### src/rtl/multicycle_control_if.sv
// Control bundle between the multicycle sequencer (master) and the shared datapath (slave).
// Carries the instruction fields and status flags in, and every select/enable out.
interface multicycle_control_if #(
   parameter int CNT_W = 16
);
   logic [5:0]       opcode;
   logic [5:0]       funct;
   logic             zero;
   logic             memReady;
   logic [3:0]       state;
   logic             pcWrite;
   logic             pcWriteCond;
   logic             irWrite;
   logic             memRead;
   logic             memWrite;
   logic             iorD;
   logic             regWrite;
   logic             regDst;
   logic             memToReg;
   logic             aluSrcA;
   logic [1:0]       aluSrcB;
   logic [2:0]       aluCtrl;
   logic [1:0]       pcSource;
   logic             illegal;
   logic [CNT_W-1:0] instRetired;

   modport master (
      input  opcode, funct, zero, memReady,
      output state, pcWrite, pcWriteCond, irWrite, memRead, memWrite, iorD,
             regWrite, regDst, memToReg, aluSrcA, aluSrcB, aluCtrl, pcSource,
             illegal, instRetired
   );

   modport slave (
      output opcode, funct, zero, memReady,
      input  state, pcWrite, pcWriteCond, irWrite, memRead, memWrite, iorD,
             regWrite, regDst, memToReg, aluSrcA, aluSrcB, aluCtrl, pcSource,
             illegal, instRetired
   );
endinterface

### src/rtl/multicycle_control.sv
// Multicycle CPU control sequencer: walks fetch/decode/execute/memory/writeback,
// decodes datapath controls from the state register, flags illegal ops, counts retirements.
module multicycle_control #(
   parameter int CNT_W = 16
) (
   input  logic                 clk,
   input  logic                 reset,
   multicycle_control_if.master bus
);
   typedef enum logic [3:0] {
      FETCH  = 4'd0,
      DECODE = 4'd1,
      MEMADR = 4'd2,
      MEMRD  = 4'd3,
      MEMWB  = 4'd4,
      MEMWR  = 4'd5,
      EXEC   = 4'd6,
      RWB    = 4'd7,
      BRANCH = 4'd8,
      JUMP   = 4'd9,
      IEXEC  = 4'd10,
      IWB    = 4'd11
   } state_t;

   localparam logic [5:0] OP_RTYPE = 6'b000000;
   localparam logic [5:0] OP_LW    = 6'b100011;
   localparam logic [5:0] OP_SW    = 6'b101011;
   localparam logic [5:0] OP_BEQ   = 6'b000100;
   localparam logic [5:0] OP_J     = 6'b000010;
   localparam logic [5:0] OP_ADDI  = 6'b001000;

   localparam logic [2:0] ALU_AND = 3'b000;
   localparam logic [2:0] ALU_OR  = 3'b001;
   localparam logic [2:0] ALU_ADD = 3'b010;
   localparam logic [2:0] ALU_XOR = 3'b011;
   localparam logic [2:0] ALU_SUB = 3'b110;

   state_t           r_state;
   logic             r_illegal;
   logic [CNT_W-1:0] r_cnt;
   logic [2:0]       w_funct_alu;
   logic             w_funct_ok;
   logic             w_retire;

   always_comb begin
      w_funct_ok  = 1'b1;
      w_funct_alu = ALU_ADD;
      case (bus.funct)
         6'b100000: w_funct_alu = ALU_ADD;
         6'b100010: w_funct_alu = ALU_SUB;
         6'b100100: w_funct_alu = ALU_AND;
         6'b100101: w_funct_alu = ALU_OR;
         6'b100110: w_funct_alu = ALU_XOR;
         default:   w_funct_ok  = 1'b0;
      endcase
   end

   // Retirement happens on the edge leaving the final state of each instruction.
   always_comb begin
      case (r_state)
         MEMWB, RWB, BRANCH, JUMP, IWB: w_retire = 1'b1;
         MEMWR:                         w_retire = bus.memReady;
         default:                       w_retire = 1'b0;
      endcase
   end

   always_ff @(posedge clk or posedge reset) begin
      if (reset) begin
         r_state   <= FETCH;
         r_illegal <= 1'b0;
         r_cnt     <= '0;
      end else begin
         if (w_retire) r_cnt <= r_cnt + 1'b1;
         case (r_state)
            FETCH:  if (bus.memReady) r_state <= DECODE;
            DECODE: begin
               case (bus.opcode)
                  OP_RTYPE:     r_state <= EXEC;
                  OP_LW, OP_SW: r_state <= MEMADR;
                  OP_BEQ:       r_state <= BRANCH;
                  OP_J:         r_state <= JUMP;
                  OP_ADDI:      r_state <= IEXEC;
                  default: begin
                     r_illegal <= 1'b1;
                     r_state   <= FETCH;
                  end
               endcase
            end
            MEMADR: r_state <= (bus.opcode == OP_LW) ? MEMRD : MEMWR;
            MEMRD:  if (bus.memReady) r_state <= MEMWB;
            MEMWR:  if (bus.memReady) r_state <= FETCH;
            EXEC: begin
               if (w_funct_ok) begin
                  r_state <= RWB;
               end else begin
                  r_illegal <= 1'b1;
                  r_state   <= FETCH;
               end
            end
            IEXEC:   r_state <= IWB;
            default: r_state <= FETCH;
         endcase
      end
   end

   always_comb begin
      bus.pcWrite     = 1'b0;
      bus.pcWriteCond = 1'b0;
      bus.irWrite     = 1'b0;
      bus.memRead     = 1'b0;
      bus.memWrite    = 1'b0;
      bus.iorD        = 1'b0;
      bus.regWrite    = 1'b0;
      bus.regDst      = 1'b0;
      bus.memToReg    = 1'b0;
      bus.aluSrcA     = 1'b0;
      bus.aluSrcB     = 2'b00;
      bus.aluCtrl     = 3'b000;
      bus.pcSource    = 2'b00;
      case (r_state)
         FETCH: begin
            bus.memRead = 1'b1;
            bus.aluSrcB = 2'b01;
            bus.aluCtrl = ALU_ADD;
            bus.irWrite = bus.memReady;
            bus.pcWrite = bus.memReady;
         end
         DECODE: begin
            bus.aluSrcB = 2'b11;
            bus.aluCtrl = ALU_ADD;
         end
         MEMADR, IEXEC: begin
            bus.aluSrcA = 1'b1;
            bus.aluSrcB = 2'b10;
            bus.aluCtrl = ALU_ADD;
         end
         MEMRD: begin
            bus.memRead = 1'b1;
            bus.iorD    = 1'b1;
         end
         MEMWB: begin
            bus.regWrite = 1'b1;
            bus.memToReg = 1'b1;
         end
         MEMWR: begin
            bus.memWrite = 1'b1;
            bus.iorD     = 1'b1;
         end
         EXEC: begin
            bus.aluSrcA = 1'b1;
            bus.aluCtrl = w_funct_alu;
         end
         RWB: begin
            bus.regWrite = 1'b1;
            bus.regDst   = 1'b1;
         end
         BRANCH: begin
            bus.aluSrcA     = 1'b1;
            bus.aluCtrl     = ALU_SUB;
            bus.pcWriteCond = 1'b1;
            bus.pcSource    = 2'b01;
         end
         JUMP: begin
            bus.pcWrite  = 1'b1;
            bus.pcSource = 2'b10;
         end
         IWB:     bus.regWrite = 1'b1;
         default: ;
      endcase
   end

   assign bus.state       = r_state;
   assign bus.illegal     = r_illegal;
   assign bus.instRetired = r_cnt;
endmodule
### src/flat_wrapper.sv
// flat-port wrapper written by rule: the top's interface ports become plain ports
module multicycle_control_flat 
#(
   parameter int CNT_W = 16
)
  (clk, reset, bus_opcode, bus_funct, bus_zero, bus_memReady, bus_state, bus_pcWrite, bus_pcWriteCond, bus_irWrite, bus_memRead, bus_memWrite, bus_iorD, bus_regWrite, bus_regDst, bus_memToReg, bus_aluSrcA, bus_aluSrcB, bus_aluCtrl, bus_pcSource, bus_illegal, bus_instRetired);
  multicycle_control_if #(.CNT_W(CNT_W)) bus_i ();
  input  logic clk;
  input  logic reset;
  input wire logic [$bits(bus_i.opcode)-1:0] bus_opcode;
  input wire logic [$bits(bus_i.funct)-1:0] bus_funct;
  input wire logic [$bits(bus_i.zero)-1:0] bus_zero;
  input wire logic [$bits(bus_i.memReady)-1:0] bus_memReady;
  output wire logic [$bits(bus_i.state)-1:0] bus_state;
  output wire logic [$bits(bus_i.pcWrite)-1:0] bus_pcWrite;
  output wire logic [$bits(bus_i.pcWriteCond)-1:0] bus_pcWriteCond;
  output wire logic [$bits(bus_i.irWrite)-1:0] bus_irWrite;
  output wire logic [$bits(bus_i.memRead)-1:0] bus_memRead;
  output wire logic [$bits(bus_i.memWrite)-1:0] bus_memWrite;
  output wire logic [$bits(bus_i.iorD)-1:0] bus_iorD;
  output wire logic [$bits(bus_i.regWrite)-1:0] bus_regWrite;
  output wire logic [$bits(bus_i.regDst)-1:0] bus_regDst;
  output wire logic [$bits(bus_i.memToReg)-1:0] bus_memToReg;
  output wire logic [$bits(bus_i.aluSrcA)-1:0] bus_aluSrcA;
  output wire logic [$bits(bus_i.aluSrcB)-1:0] bus_aluSrcB;
  output wire logic [$bits(bus_i.aluCtrl)-1:0] bus_aluCtrl;
  output wire logic [$bits(bus_i.pcSource)-1:0] bus_pcSource;
  output wire logic [$bits(bus_i.illegal)-1:0] bus_illegal;
  output wire logic [$bits(bus_i.instRetired)-1:0] bus_instRetired;
  assign bus_i.opcode = bus_opcode;
  assign bus_i.funct = bus_funct;
  assign bus_i.zero = bus_zero;
  assign bus_i.memReady = bus_memReady;
  assign bus_state = bus_i.state;
  assign bus_pcWrite = bus_i.pcWrite;
  assign bus_pcWriteCond = bus_i.pcWriteCond;
  assign bus_irWrite = bus_i.irWrite;
  assign bus_memRead = bus_i.memRead;
  assign bus_memWrite = bus_i.memWrite;
  assign bus_iorD = bus_i.iorD;
  assign bus_regWrite = bus_i.regWrite;
  assign bus_regDst = bus_i.regDst;
  assign bus_memToReg = bus_i.memToReg;
  assign bus_aluSrcA = bus_i.aluSrcA;
  assign bus_aluSrcB = bus_i.aluSrcB;
  assign bus_aluCtrl = bus_i.aluCtrl;
  assign bus_pcSource = bus_i.pcSource;
  assign bus_illegal = bus_i.illegal;
  assign bus_instRetired = bus_i.instRetired;
  multicycle_control #(.CNT_W(CNT_W)) u_core (.clk(clk), .reset(reset), .bus(bus_i));
endmodule
### config.mk
export PLATFORM = sky130hd
export DESIGN_NAME = multicycle_control_flat
export DESIGN_NICKNAME = d
export VERILOG_FILES = /design/src/rtl/multicycle_control_if.sv /design/src/rtl/multicycle_control.sv /design/src/flat_wrapper.sv
export SDC_FILE = /design/constraint.sdc
export NUM_CORES = 1
export LEC_CHECK = 0
export ABC_AREA = 0
export CORE_UTILIZATION = 40
export CTS_CLUSTER_DIAMETER = 50
export CTS_CLUSTER_SIZE = 14
export DETAILED_ROUTE_END_ITERATION = 7
export PLACE_DENSITY = 0.73
export SLEW_MARGIN = 5
export SYNTH_ARGS = -nofsm -noshare
export SYNTH_HDL_FRONTEND = slang
export SYNTH_SLANG_ARGS = --single-unit
export TNS_END_PERCENT = 1
### constraint.sdc
create_clock -name clk -period 2.3 [get_ports clk]
set_clock_uncertainty 0.1 [all_clocks]
set_input_delay 0.23 -clock clk [delete_from_list [all_inputs] [get_ports clk]]
set_output_delay 0.23 -clock clk [all_outputs]
set_load 0.005 [all_outputs]
== Yosys cells after proc, flatten, opt, wreduce, memory -nomap -nowiden ==
Index checks and enable logic that the tools add are counted.
W data, S select, Z words.

* Register bits after elaboration: 21
* Memories: 0
* Memory bits (read-only): 0
* Latch bits: 0
* RAM bits: 0
* Input port bits: 16

* Order comparisons: 0
* Shift-type cells: 0
* Reductions and logical operators: 15
* Div/mod/pow operators: 0
* Bitwise operators: 0
* Add/subtract/negate cells: 1
* Multipliers: 0
* Multiplexer cells: 26
* Eq/ne operators: 26

{| class="wikitable"
|+ Operator list
! operator !! count
|-
| $eq A6 B6 Y1 const B || 7
|-
| $pmux W4 S7 || 1
|-
| $pmux W4 S5 || 1
|-
| $add A16 B1 Y16 const B || 1
|-
| $eq A4 B3 Y1 const B || 4
|-
| $eq A4 B4 Y1 const B || 4
|-
| $mux W1 || 12
|-
| $mux W4 || 3
|-
| $pmux W3 S4 || 1
|-
| $ne A2 B2 Y1 const B || 5
|-
| $reduce_or A5 Y1 || 2
|-
| $pmux W3 S3 || 1
|-
| $eq A4 B2 Y1 const B || 2
|-
| $reduce_or A2 Y1 || 4
|-
| $reduce_or A4 Y1 || 2
|-
| $eq A6 B2 Y1 const B || 1
|-
| $eq A6 B3 Y1 const B || 1
|-
| $eq A6 B4 Y1 const B || 1
|-
| $logic_not A6 Y1 || 1
|-
| $mux W3 || 2
|-
| $pmux W1 S2 || 3
|-
| $pmux W2 S3 || 1
|-
| $reduce_and A3 Y1 || 2
|-
| $reduce_or A6 Y1 || 1
|-
| other kinds (5) || 5
|}

== Logic depth before layout (Yosys ltp) ==
* Word-level depth: 5
* Mapped depth: 7
* Gate-level depth less buffers: 5

== Worst setup path after synthesis ==
Ideal clock, no wire load.

* Path kind: reg2reg
* Start point: register u_core.r_state[2] (netlist: u_core.bus.state[2])
* End point: register u_core.r_cnt[9] (netlist: u_core.bus.instRetired[9])
* Stages on the path, launching flop included: 8
* Path buffers: 3
* Data arrival time: 1429 ps
* Slack: 692 ps
* Required time: 2121 ps
* Cells stage by stage: dfrtp_1 -> buf_2 -> or2_1 -> buf_4 -> nand4_2 -> buf_4 -> nor4_2 -> xor2_1

* Word-level cells in the longest chain between the ends: 3
* Elaborated cells on any way between the ends: 8

{| class="wikitable"
|+ Ends and longest elaborated chain
! element !! line !! RTL
|-
| from (decl) || multicycle_control.sv:38 || <nowiki>state_t r_state;</nowiki>
|-
| from (signal assigned) || multicycle_control.sv:89 || <nowiki>MEMADR: r_state <= (bus.opcode == OP_LW) ? MEMRD : MEMWR;</nowiki>
|-
| $eq A4 B4 Y1 or $eq A4 B3 Y1 (tied branches) || multicycle_control.sv:60 || <nowiki>case (r_state)</nowiki>
|-
| $reduce_or A5 Y1 || multicycle_control.sv:60 ||
|-
| $pmux W1 S2 (*) || multicycle_control.sv:60 ||
|-
| to (signal assigned) || multicycle_control.sv:73 || <nowiki>if (w_retire) r_cnt <= r_cnt + 1'b1;</nowiki>
|-
| to (decl) || multicycle_control.sv:40 || <nowiki>logic [CNT_W-1:0] r_cnt;</nowiki>
|}

Every way passes the cells marked *; elsewhere a longest branch is shown, timed or not.
A chain may end at the register's enable or synchronous reset.

== Worst setup path after layout ==
* Start point: register u_core.r_state[3] (netlist: u_core.bus.state[3])
* End point: output bus_aluSrcB[0]

* Word-level cells in the longest chain between the ends: 3
* Elaborated cells on any way between the ends: 6

{| class="wikitable"
|+ Ends and longest elaborated chain
! element !! line !! RTL
|-
| $eq A4 B2 Y1 or $eq A4 B4 Y1 (tied branches) || multicycle_control.sv:120 || <nowiki>case (r_state)</nowiki>
|-
| $reduce_or A2 Y1 || multicycle_control.sv:120 ||
|-
| $pmux W2 S3 (*) || multicycle_control.sv:120 ||
|-
| to (decl) || flat_wrapper.sv:25 || <nowiki>output wire logic [$bits(bus_i.aluSrcB)-1:0] bus_aluSrcB;</nowiki>
|}

Marks and branches as above.

==> impl_metrics.csv <==
group,metric,value,unit
run_status,status,"complete, no violations",
routing,drt_iter0_markers,57,
routing,route.detailed.drc,0,
setup_path,crit_buf_inv,2,
setup_path,cpPeakStageDelay,0.51,ns
routing,wire_per_inst,13.5,um
clocking,clk_latency,0.29,ns
synthesis,synthArstFlopShare,100,%
sta,setup_viol,0,
setup_path,path_class,"reg2out",
power,powerDensity,691,nW/um2
synthesis,synth_seq_cells,21,
sta,fin_crit,2.22,ns
synthesis,synth.cell_area,1400,um2
cells_and_area,final-instance-count-excl-fill,259,
sta,relSlewSlack,47.1,%
die,die_area,3750,um2
setup_path,critPathArrivalTime,1.89,ns
hold_path,hp-class,"in2async",
clocking,cts_root_buffer,"clkbuf_4",
setup_path,regToRegStartpoint,"u_core.bus.state[3]",
synthesis,synth.net_count,177,
routing,routed_wl,3490,um
die,die_height,61.2,um
synthesis,netlist-cell-type-count,47,
global_route,antenna_found_initial,0,
sta,fin_crit_sh,96.6,%
sta,hold_viol_final,0,
setup_path,end_kind,"output port",
setup_path,cp-start-kind,"register",
cells_and_area,syn2layout_area_growth,46.0,%
setup_path,cp_cell_sequence,"buf_4 > or2_1 > nor2_1 > clkdlybuf4s50_1",
routing,ant_nets,0,
synthesis,netlist_top_cells_area,"dfrtp_1, xor2_1, nand2_1",
synthesis,synth-seq-area-share,37.4,%
synthesis,ys_top_cells_by_count,"dfrtp_1, nand2_1, nor2_1",
global_route,gr-usage-all-layers,20.2,%
synthesis,avgSynthCellArea,8.77,um2
synthesis,synthFlopType,"dfrtp_1",
synthesis,synth-edff-count,0,
global_route,grt_max_degree,22,
clocking,cts_tree,"done",
global_route,grt_first_pass_wirelength,5730,um
job,drv_cap,0,
synthesis,post-synth-top-area-cell,"dfrtp_1",
global_route,gr-total-overflow,0,
die,rows,21,
cells_and_area,drive_gt1_share,14.1,%
sta,fmax,0.450,GHz
power,power.leakage,0.888,nW
placed_design,gp_congestion,0.885,
clocking,h-tree-depth,1,
synthesis,synth_top_area_share,37.4,%
die,die_w,61.2,um
die,core,3340,um2
power,peakVddDrop,0.337,mV
clocking,cts_max_path_buffers,2,
placed_design,dp_hpwl,2650,um
setup_path,reg2reg_depth,6,
routing,dr.pass1.iters,4,
cells_and_area,fin_util,61.4,%
clocking,cts_made_buffers,3,
sta,grt_setup_unrepaired,"true",
setup_path,startpoint,"u_core.bus.state[3]",
setup_path,cp_top_family,"buffers and inverters",
global_route,grt_pass1_vias,1320,
routing,viasPerCell,5.34,
cells_and_area,fin_nets,231,
die,start_util,42.1,%
placed_design,io_buffer_count,52,
sta,slew_viol_final,0,
cells_and_area,antennaDiodeCount,0,
routing,num_vias,1382,
synthesis,yosysWarnings,0,
placed_design,place_inst,255,
setup_path,critical_path.max_fanout,7,
setup_path,slowest_stage,"clkdlybuf4s50_1",
die,pin_count,54,
setup_path,crit_cells,4,
setup_path,cp_data_required_time,1.97,ns
synthesis,synth_most_common_cell,"dfrtp_1",
clocking,clock-sinks,21,
sta,setup_ws,0.0787,ns
sta,tightest_slew,0.793,ns
placed_design,pre_cts_slack,-0.0750,ns
clocking,path_clk_slew,0.11,ns
synthesis,syn-instance-count,160,
## cells in the final DEF, fill, tap and decap left out, types with 2 or more instances in the layout
| cell type | n |
|---|---|
| o22ai_1 | 2 |
| nor2_2 | 2 |
| nor4b_1 | 2 |
| dlymetal6s2s_1 | 2 |
| or2_2 | 2 |
| nand2_1 | 16 |
| nor4_1 | 3 |
| nor3_2 | 3 |
| buf_4 | 7 |
| o211ai_1 | 2 |
| nor2_1 | 13 |
| nand4_1 | 5 |
| dfrtp_1 | 19 |
| o21ai_0 | 3 |
| a31oi_1 | 2 |
| dfrtp_2 | 2 |
| clkdlybuf4s50_1 | 49 |
| nand2b_1 | 2 |
| and3_1 | 4 |
| o221ai_1 | 2 |
| xnor2_1 | 5 |
| nor3_1 | 9 |
| o21a_1 | 2 |
| a21oi_1 | 5 |
| nand3_1 | 4 |
| xor2_1 | 13 |
| inv_1 | 4 |
| clkbuf_4 | 3 |
## area by class of cell
class	instances	area, um2
Clock buffer	4	26.3
Fill cell	303	1290
Inverter	5	18.8
Multi-Input combinational cell	124	842
Sequential cell	21	528
Tap cell	46	57.6
Timing Repair Buffer	59	577
## path summary, 6_finish.rpt
kind,slack [ns],to
max,0.08,bus_aluSrcB[0]
min,0.27,u_core.bus.state[0]
max reg2reg,0.42,u_core.bus.instRetired[7]
min reg2reg,0.37,u_core.bus.instRetired[15]
max in group asynchronous,1.29,u_core.bus.state[2]
min in group clk,0.37,u_core.bus.instRetired[15]
## worst register-to-register path, delay by kind of cell, from the launching register on
family	cells	cell delay, ns
XOR/XNOR	1	0.17
buffers and inverters	2	0.38
flip-flops	1	0.46
AND/OR/NAND/NOR	3	0.71
## registers in the layout, indices dropped and copies added (netlist names)
name                    cells
u_core.bus.instRetired     16
u_core.bus.state            4
u_core.bus.illegal          1
## kinds of logic (layout without fill, tap and decap cells)
logic type      count (synthesis)  after routing  share of synthesized area, %
flops                          21             21                          37.4
compound gates                 26             26                          13.1
simple gates                   79             79                          32.0
buf+inv                        15             68                          5.35
xor+xnor                       18             18                          11.2
fa+ha+maj                       1              1                         0.891
## per-stage QoR
step | instance area, um2 | TNS [ns] | power (mW) | hold WS (ns)
after global placement | 1980 | -0.117 | 1.22 | 0.357
after CTS | 2030 | 0 | 1.42 | 0.294
after detailed placement | 1980 | -0.179 | 1.23 | 0.358
after global routing | 2050 | -0.0316 | 1.53 | 0.335
final | 2050 | 0 | 1.42 | 0.271
after floorplan | 1400 | 0 | 0.874 | 0.107
## metal layers
layer	track usage [%]	up-vias	part of all wire (%)
li1	-	678	-
met5	0	-	0
met2	36.0	57	50
met4	7.14	0	1.3
met3	2.94	6	5.4
met1	24.6	641	43
## power by group
| part | internal, mW | switching [mW] |
|---|---|---|
| clock network | 0.0674 | 0.107 |
| registers | 0.429 | 0.0893 |
| logic | 0.393 | 0.332 |
| total | 0.889 | 0.528 |
## what timing repair did
item / in CTS / in global routing
pin swaps: 0 / 2
hold buffers: 0 / 0
setup buffers: 0 / 0
setup endpoints to repair: 5 / 7
gates resized for setup: 7 / 9
Power figures use the tool's default switching activity.
